[config.mk]
export PLATFORM = sky130hd
export DESIGN_NAME = csr_trap_unit
export DESIGN_NICKNAME = d
export VERILOG_FILES = /design/src/rtl/csr_trap_unit_pkg.sv /design/src/rtl/csr_trap_unit_counter64.sv /design/src/rtl/csr_trap_unit.sv
export SDC_FILE = /design/constraint.sdc
export NUM_CORES = 1
export LEC_CHECK = 0
export BUFFER_PORTS_ARGS = -buffer_cell sky130_fd_sc_hd__buf_2
export CAP_MARGIN = 20
export CORE_UTILIZATION = 54
export DETAILED_ROUTE_END_ITERATION = 7
export PLACE_DENSITY = 0.74
export SETUP_SLACK_MARGIN = 0.4
export SYNTH_ARGS = -nofsm -noshare
export SYNTH_HDL_FRONTEND = slang
export SYNTH_SLANG_ARGS = --single-unit
[constraint.sdc]
create_clock -name clock -period 4.6 [get_ports clock]
set_input_delay 0.92 -clock clock [delete_from_list [all_inputs] [get_ports clock]]
set_output_delay 0.92 -clock clock [all_outputs]
set_load 0.01 [all_outputs]
[src/rtl/csr_trap_unit_pkg.sv]
// Shared constants for the machine-mode CSR/trap unit: addresses, op encodings,
// mstatus/mie/mip bit positions, cause codes and the read-modify-write helper.
package csr_trap_unit_pkg;

    localparam logic [11:0] CSR_MSTATUS   = 12'h300;
    localparam logic [11:0] CSR_MIE       = 12'h304;
    localparam logic [11:0] CSR_MTVEC     = 12'h305;
    localparam logic [11:0] CSR_MSCRATCH  = 12'h340;
    localparam logic [11:0] CSR_MEPC      = 12'h341;
    localparam logic [11:0] CSR_MCAUSE    = 12'h342;
    localparam logic [11:0] CSR_MTVAL     = 12'h343;
    localparam logic [11:0] CSR_MIP       = 12'h344;
    localparam logic [11:0] CSR_MCYCLE    = 12'hB00;
    localparam logic [11:0] CSR_MINSTRET  = 12'hB02;
    localparam logic [11:0] CSR_MCYCLEH   = 12'hB80;
    localparam logic [11:0] CSR_MINSTRETH = 12'hB82;
    localparam logic [11:0] CSR_MVENDORID = 12'hF11;
    localparam logic [11:0] CSR_MARCHID   = 12'hF12;

    typedef enum logic [1:0] {
        CSR_OP_NONE = 2'b00,
        CSR_OP_RW   = 2'b01,
        CSR_OP_RS   = 2'b10,
        CSR_OP_RC   = 2'b11
    } csr_op_e;

    localparam int MSTATUS_MIE    = 3;
    localparam int MSTATUS_MPIE   = 7;
    localparam int MSTATUS_MPP_LO = 11;
    localparam int MSTATUS_MPP_HI = 12;
    localparam int IRQ_MTI        = 7;
    localparam int IRQ_MEI        = 11;

    localparam logic [31:0] CAUSE_ILLEGAL_INSN = 32'd2;
    localparam logic [31:0] CAUSE_ECALL_M      = 32'd11;
    localparam logic [31:0] CAUSE_M_TIMER      = 32'h8000_0007;
    localparam logic [31:0] CAUSE_M_EXT        = 32'h8000_000B;

    function automatic logic [31:0] csr_apply(csr_op_e op, logic [31:0] old, logic [31:0] wdata);
        case (op)
            CSR_OP_RW: csr_apply = wdata;
            CSR_OP_RS: csr_apply = old | wdata;
            CSR_OP_RC: csr_apply = old & ~wdata;
            default:   csr_apply = old;
        endcase
    endfunction

endpackage

[src/rtl/csr_trap_unit_counter64.sv]
// 64-bit free-running counter; a write to either half replaces that cycle's increment.
module csr_counter64 #(
    parameter int DATA_WIDTH = 32
) (
    input  logic                    clock,
    input  logic                    reset,
    input  logic                    inc_en,
    input  logic                    wr_lo,
    input  logic                    wr_hi,
    input  logic [DATA_WIDTH-1:0]   wdata,
    output logic [2*DATA_WIDTH-1:0] value
);

    always_ff @(posedge clock) begin
        if (reset)       value <= '0;
        else if (wr_lo)  value[DATA_WIDTH-1:0] <= wdata;
        else if (wr_hi)  value[2*DATA_WIDTH-1:DATA_WIDTH] <= wdata;
        else if (inc_en) value <= value + 1'b1;
    end

endmodule

[src/rtl/csr_trap_unit.sv]
// Machine-mode CSR file with trap entry/mret sequencing and a registered
// PC redirect back to fetch.
module csr_trap_unit
    import csr_trap_unit_pkg::*;
#(
    parameter int                     DATA_WIDTH    = 32,
    parameter logic [DATA_WIDTH-1:0]  MVENDORID_VAL = 32'h7973_7978,
    parameter logic [DATA_WIDTH-1:0]  MARCHID_VAL   = 32'd23060025,
    parameter logic [DATA_WIDTH-1:0]  MTVEC_RESET   = 32'h0,
    parameter bit                     HAS_COUNTERS  = 1'b1
) (
    input  logic                  clock,
    input  logic                  reset,
    input  logic                  csr_valid_i,
    input  logic [1:0]            csr_op_i,
    input  logic [11:0]           csr_addr_i,
    input  logic [DATA_WIDTH-1:0] csr_wdata_i,
    output logic [DATA_WIDTH-1:0] csr_rdata_o,
    output logic                  csr_illegal_o,
    input  logic                  trap_valid_i,
    input  logic [DATA_WIDTH-1:0] trap_cause_i,
    input  logic [DATA_WIDTH-1:0] trap_pc_i,
    input  logic [DATA_WIDTH-1:0] trap_tval_i,
    input  logic                  mret_i,
    input  logic                  instret_i,
    input  logic                  irq_timer_i,
    input  logic                  irq_ext_i,
    output logic                  irq_pending_o,
    output logic                  redirect_valid_o,
    output logic [DATA_WIDTH-1:0] redirect_pc_o
);

    logic                    st_mie, st_mpie;
    logic [DATA_WIDTH-1:0]   mie_q, mtvec_q, mscratch_q, mepc_q, mcause_q, mtval_q;
    logic [DATA_WIDTH-1:0]   mstatus_rd, mip_rd, new_val, trap_target;
    logic [2*DATA_WIDTH-1:0] mcycle, minstret;
    logic                    known, read_only, is_write, wr_en;
    csr_op_e                 op;

    assign op = csr_op_e'(csr_op_i);

    // MPP is hardwired to M-mode, so it always reads back 11.
    always_comb begin
        mstatus_rd = '0;
        mstatus_rd[MSTATUS_MPP_HI:MSTATUS_MPP_LO] = 2'b11;
        mstatus_rd[MSTATUS_MPIE] = st_mpie;
        mstatus_rd[MSTATUS_MIE]  = st_mie;
        mip_rd = '0;
        mip_rd[IRQ_MTI] = irq_timer_i;
        mip_rd[IRQ_MEI] = irq_ext_i;
    end

    always_comb begin
        known       = 1'b1;
        read_only   = 1'b0;
        csr_rdata_o = '0;
        case (csr_addr_i)
            CSR_MSTATUS:   csr_rdata_o = mstatus_rd;
            CSR_MIE:       csr_rdata_o = mie_q;
            CSR_MTVEC:     csr_rdata_o = mtvec_q;
            CSR_MSCRATCH:  csr_rdata_o = mscratch_q;
            CSR_MEPC:      csr_rdata_o = mepc_q;
            CSR_MCAUSE:    csr_rdata_o = mcause_q;
            CSR_MTVAL:     csr_rdata_o = mtval_q;
            CSR_MIP:       begin csr_rdata_o = mip_rd;        read_only = 1'b1; end
            CSR_MVENDORID: begin csr_rdata_o = MVENDORID_VAL; read_only = 1'b1; end
            CSR_MARCHID:   begin csr_rdata_o = MARCHID_VAL;   read_only = 1'b1; end
            CSR_MCYCLE:    begin csr_rdata_o = mcycle[DATA_WIDTH-1:0];              known = HAS_COUNTERS; end
            CSR_MCYCLEH:   begin csr_rdata_o = mcycle[2*DATA_WIDTH-1:DATA_WIDTH];   known = HAS_COUNTERS; end
            CSR_MINSTRET:  begin csr_rdata_o = minstret[DATA_WIDTH-1:0];            known = HAS_COUNTERS; end
            CSR_MINSTRETH: begin csr_rdata_o = minstret[2*DATA_WIDTH-1:DATA_WIDTH]; known = HAS_COUNTERS; end
            default:       known = 1'b0;
        endcase
        if (!known) csr_rdata_o = '0;
    end

    // RS/RC with a zero operand is a pure read and must never fault on read-only CSRs.
    assign is_write      = (op == CSR_OP_RW) ||
                           ((op == CSR_OP_RS || op == CSR_OP_RC) && (csr_wdata_i != '0));
    assign csr_illegal_o = csr_valid_i & (~known | (read_only & is_write));
    assign wr_en         = csr_valid_i & ~csr_illegal_o & is_write & ~trap_valid_i & ~mret_i;
    assign new_val       = csr_apply(op, csr_rdata_o, csr_wdata_i);

    assign trap_target = {mtvec_q[DATA_WIDTH-1:2], 2'b00} +
                         ((mtvec_q[1:0] == 2'b01 && trap_cause_i[DATA_WIDTH-1])
                              ? {trap_cause_i[DATA_WIDTH-3:0], 2'b00} : '0);

    assign irq_pending_o = st_mie & |(mie_q & mip_rd);

    always_ff @(posedge clock) begin
        if (reset) begin
            st_mie           <= 1'b0;
            st_mpie          <= 1'b0;
            mie_q            <= '0;
            mtvec_q          <= MTVEC_RESET;
            mscratch_q       <= '0;
            mepc_q           <= '0;
            mcause_q         <= '0;
            mtval_q          <= '0;
            redirect_valid_o <= 1'b0;
            redirect_pc_o    <= '0;
        end else begin
            redirect_valid_o <= trap_valid_i | mret_i;
            if (trap_valid_i) begin
                mepc_q        <= {trap_pc_i[DATA_WIDTH-1:2], 2'b00};
                mcause_q      <= trap_cause_i;
                mtval_q       <= trap_tval_i;
                st_mpie       <= st_mie;
                st_mie        <= 1'b0;
                redirect_pc_o <= trap_target;
            end else if (mret_i) begin
                st_mie        <= st_mpie;
                st_mpie       <= 1'b1;
                redirect_pc_o <= mepc_q;
            end else if (wr_en) begin
                case (csr_addr_i)
                    CSR_MSTATUS: begin
                        st_mie  <= new_val[MSTATUS_MIE];
                        st_mpie <= new_val[MSTATUS_MPIE];
                    end
                    CSR_MIE: begin
                        mie_q          <= '0;
                        mie_q[IRQ_MTI] <= new_val[IRQ_MTI];
                        mie_q[IRQ_MEI] <= new_val[IRQ_MEI];
                    end
                    // Reserved modes 1x fall back to direct.
                    CSR_MTVEC:    mtvec_q    <= new_val[1] ? {new_val[DATA_WIDTH-1:2], 2'b00} : new_val;
                    CSR_MSCRATCH: mscratch_q <= new_val;
                    CSR_MEPC:     mepc_q     <= new_val;
                    CSR_MCAUSE:   mcause_q   <= new_val;
                    CSR_MTVAL:    mtval_q    <= new_val;
                    default: ;
                endcase
            end
        end
    end

    generate
        if (HAS_COUNTERS) begin : g_counters
            csr_counter64 #(.DATA_WIDTH(DATA_WIDTH)) u_mcycle (
                .clock (clock),
                .reset (reset),
                .inc_en(1'b1),
                .wr_lo (wr_en && csr_addr_i == CSR_MCYCLE),
                .wr_hi (wr_en && csr_addr_i == CSR_MCYCLEH),
                .wdata (new_val),
                .value (mcycle)
            );
            csr_counter64 #(.DATA_WIDTH(DATA_WIDTH)) u_minstret (
                .clock (clock),
                .reset (reset),
                .inc_en(instret_i),
                .wr_lo (wr_en && csr_addr_i == CSR_MINSTRET),
                .wr_hi (wr_en && csr_addr_i == CSR_MINSTRETH),
                .wdata (new_val),
                .value (minstret)
            );
        end else begin : g_no_counters
            logic unused_instret;
            assign unused_instret = instret_i;
            assign mcycle   = '0;
            assign minstret = '0;
        end
    endgenerate

endmodule

==> key figures <==
Outcome
  • Status: completed

Cells and area
  • Filler cells: 3319
  • Area Overhead vs Synth: 17.2%
  • Fin nets: 3170
  • Layout cells sized above 1: 0.179
  • Finished Layout Cells: 3536

Setup path
  • Worst R2R End: redirect_pc_o[30]
  • CP endpoint kind: output port
  • Worst r2r src: mtvec_q[0]
  • Critical path's slowest cell: or4b_4
  • Crit-path max cell delay: 0.65 ns
  • Worst setup SP type: input port
  • Kind of critical path: input port to output port
  • Crit path from: csr_addr_i[1]
  • CP required: 3.68 ns
  • Crit path to: csr_rdata_o[13]
  • Data arrival, critical path: 3.30 ns
  • Cell mode on critical path: buf_2
  • R2R Setup Slk: 0.81 ns
  • Worst R2R Path Depth: 11
  • Crit-path cells: buf_2 -> or4b_4 -> nor3_1 -> buf_4 -> nand2_1 -> and4_1 -> nand3_1 -> buf_2
  • CP max FO: 20

Synthesis
  • Compound-Gate Fraction of Synth Area: 0.289
  • Seq cells post-synth: 324
  • Post-synth net total: 2973
  • Post-Synth XOR/XNOR Area: 0.0327
  • Syn Area/Cell: 7.58 um^2
  • Multiplexer area fraction after synthesis: 0.0305
  • Synth Area in Adders: 0.0193
  • Main synth FF type: dfxtp_1
  • Cells after synthesis: 2791
  • Number of synthesized flops with an enable pin: 0
  • Ys Warns: 0
  • Post-synthesis simple-gate area fraction: 0.253
  • Sequential share of the synthesized area: 0.306
  • Synthesized area: 21200 um^2
  • Largest family of logic cells by synthesized area: compound AO/OA/AOI/OAI gates
  • Ys async rst share: 0
  • Netlist cell types: 103

Power
  • Power per Cell Area: 281 nW/um^2
  • Leak: 0.00969 uW
  • Peak VDD IR: 0.277 mV

Timing
  • Slew HR: 0.268
  • Peak Freq: 237 MHz
  • RSZ-0062 raised after global routing: false
  • Clk_skew: 0.0219 ns
  • Post-route setup TNS: 0 ns
  • Least-Margin Pin Slew: 1.10 ns
  • Final Critical Period: 4.22 ns
  • Final Hold Viols: 0
  • Pins Over Slew Limit: 0
  • Crit share post-route: 0.917
  • Endpoints failing setup: 0

Clock network
  • Post-CTS Hold Buffers: 0
  • Maximum buffer depth of the clock tree: 3
  • CTS Buf Count: 39
  • Worst-skew pair later-pin latency: 0.58 ns
  • CTS tree: yes
  • Clock Sinks: 324
  • Clock slew seen by the registers of the worst setup and hold paths: 0.06 ns
  • Root cell of the clock tree: clkbuf_16
  • H-tree lvl count: 2
  • Setup Buffers After CTS: 0

Detailed routing
  • DR vias: 24967
  • Total Routed Length: 99.5 mm
  • DRC viols: 0
  • Drt wl/cell: 28.1 um
  • First-pass iteration count of the detailed router: 7
  • Post-route ant nets: 0
  • Avg Vias per Cell: 7.06
  • DRT iter0 DRCs: 4012

GRT
  • Vias in the first global route: 22544
  • Gr usage total: 0.490
  • Initial antenna violation count: 6
  • First-pass GRT wire length: 144 mm
  • Largest net degree at the start of global routing: 120
  • Total gr overflow: 0

Floorplanning
  • Core area: 38600 um^2
  • Die area: 40000 um^2
  • I/O pin cnt: 217
  • Rows: 72
  • Die Width: 200 um
  • Initial Util: 0.548
  • Die Span Y: 200 um

Place
  • Hpwl dp: 74.0 mm
  • Gp weighted congestion: 1.07
  • Cells after DPL: 3465
  • # port buffers: 214

Hold path
  • HP Class: flip-flop to flip-flop

Job
  • Max Cap Viol: 0
## sequential cells by signal, summed over array words and instances, names as in the netlist
signal	count
mscratch_q	32
mcause_q	32
mie_q	2
g_counters.u_mcycle.value	64
mepc_q	32
redirect_pc_o	32
st_mpie	1
g_counters.u_minstret.value	64
mtval_q	32
redirect_valid_o	1
mtvec_q	31
st_mie	1
## cell usage in the layout, fill, tap and decap left out, types with 10 or more instances in the layout
cell type	count
nand2_1	328
dfxtp_1	324
a21oi_1	307
nor2_1	232
buf_2	212
buf_4	153
o21ai_0	126
inv_1	109
nor3_1	106
nand3_1	78
a211oi_1	74
a221oi_1	71
and3_1	67
xnor2_1	66
nand4_1	65
a22oi_1	51
mux2i_1	42
clkbuf_16	40
ha_1	31
nor4_1	28
or3_1	24
and4_1	21
buf_12	20
a31oi_1	19
nor2b_1	18
o32ai_1	18
a21o_1	18
a22o_1	16
a222oi_1	15
and2_1	14
o22ai_1	14
o211ai_1	13
xor2_1	13
mux2_2	12
nand2b_1	11
a221o_1	11
nor3b_1	11
a32oi_1	10
a41oi_1	10
## final cells by class
type	instances	area (um^2)	area share
clock buffers	52	1110	0.0446
inverters	111	417	0.0168
repair buffers	388	2650	0.107
diodes	4	10.0	0.000404
clock inverters	15	205	0.00827
flip-flops and latches	324	6490	0.262
multi-input cells	2124	13300	0.535
well taps	518	648	0.0261
## timing repair
action / in CTS / in global routing
setup endpoints to repair: 2 / 7
resized for setup: 2 / 7
pin swaps: 0 / 1
## worst min-delay path by stage
stage,startpoint,end,slack (ns),cells past startpoint
final,mscratch_q[13],mscratch_q[13],0.50,2
after floorplan,mtvec_q[19],mtvec_q[19],0.44,2
after global placement,redirect_pc_o[0],redirect_pc_o[0],0.48,2
after detailed placement,mscratch_q[23],mscratch_q[23],0.49,2
after global routing,mscratch_q[24],mscratch_q[24],0.51,2
after CTS,mscratch_q[23],mscratch_q[23],0.50,2
## cells in the mapped netlist, drive strengths merged (19+ instances only)
| master | instances | area, um^2 |
|---|---|---|
| o21ai | 129 | 646 |
| a21oi | 314 | 1610 |
| mux2i | 42 | 420 |
| nor4 | 36 | 283 |
| and3 | 70 | 453 |
| nand4 | 66 | 419 |
| a31oi | 19 | 119 |
| ha | 31 | 388 |
| a211oi | 76 | 588 |
| a221oi | 72 | 637 |
| dfxtp | 324 | 6490 |
| xnor2 | 66 | 578 |
| nor3 | 116 | 638 |
| nor2 | 233 | 875 |
| a22oi | 58 | 505 |
| nand2 | 328 | 1230 |
| inv | 109 | 409 |
| nand3 | 80 | 400 |
| clkbuf | 136 | 510 |
| or3 | 24 | 150 |
| and4 | 21 | 184 |
| buf | 96 | 549 |
## critical path, delay by kind of cell
family | cells | cell delay (ns)
AND/OR/NAND/NOR | 5 | 1.50
buffers and inverters | 3 | 0.85
## cells by family (layout without fill, tap and decap cells)
family                     after synthesis  after routing
other                                    0              4
adders and majority gates               32             32
AOI/OAI and AO/OA                      886            886
buffers and inverters                  343            566
muxes                                   58             58
xor gates and xnor gates                79             79
DFF                                    324            324
and+or+nand+nor                       1069           1069
## layer usage
layer  wire length, um  global-route usage  vias up
li1                  -                   -    10747
met1             37400               0.641    11786
met2             42100               0.728     2038
met3             13900               0.130      390
met4              5980               0.277        6
met5                37                   0        -
## through the flow
stage	instance area (um^2)	total power, uW	hold slack (ns)	util	worst slack (ns)
after floorplan	21200	3360	0.445	-	0.913
after global placement	23400	3710	0.478	0.606	0.335
after detailed placement	23400	3720	0.487	0.606	0.284
after CTS	24800	6920	0.495	0.641	0.385
after global routing	24800	7110	0.513	0.642	0.409
final	24800	6980	0.496	0.642	0.382
## power breakdown
group / internal [uW] / total [uW] / switching, uW
clock: 1920 / 3270 / 1350
sequential: 2880 / 2950 / 70.9
combinational: 251 / 765 / 514
total: 5050 / 6980 / 1930
Power figures use the tool's default switching activity.
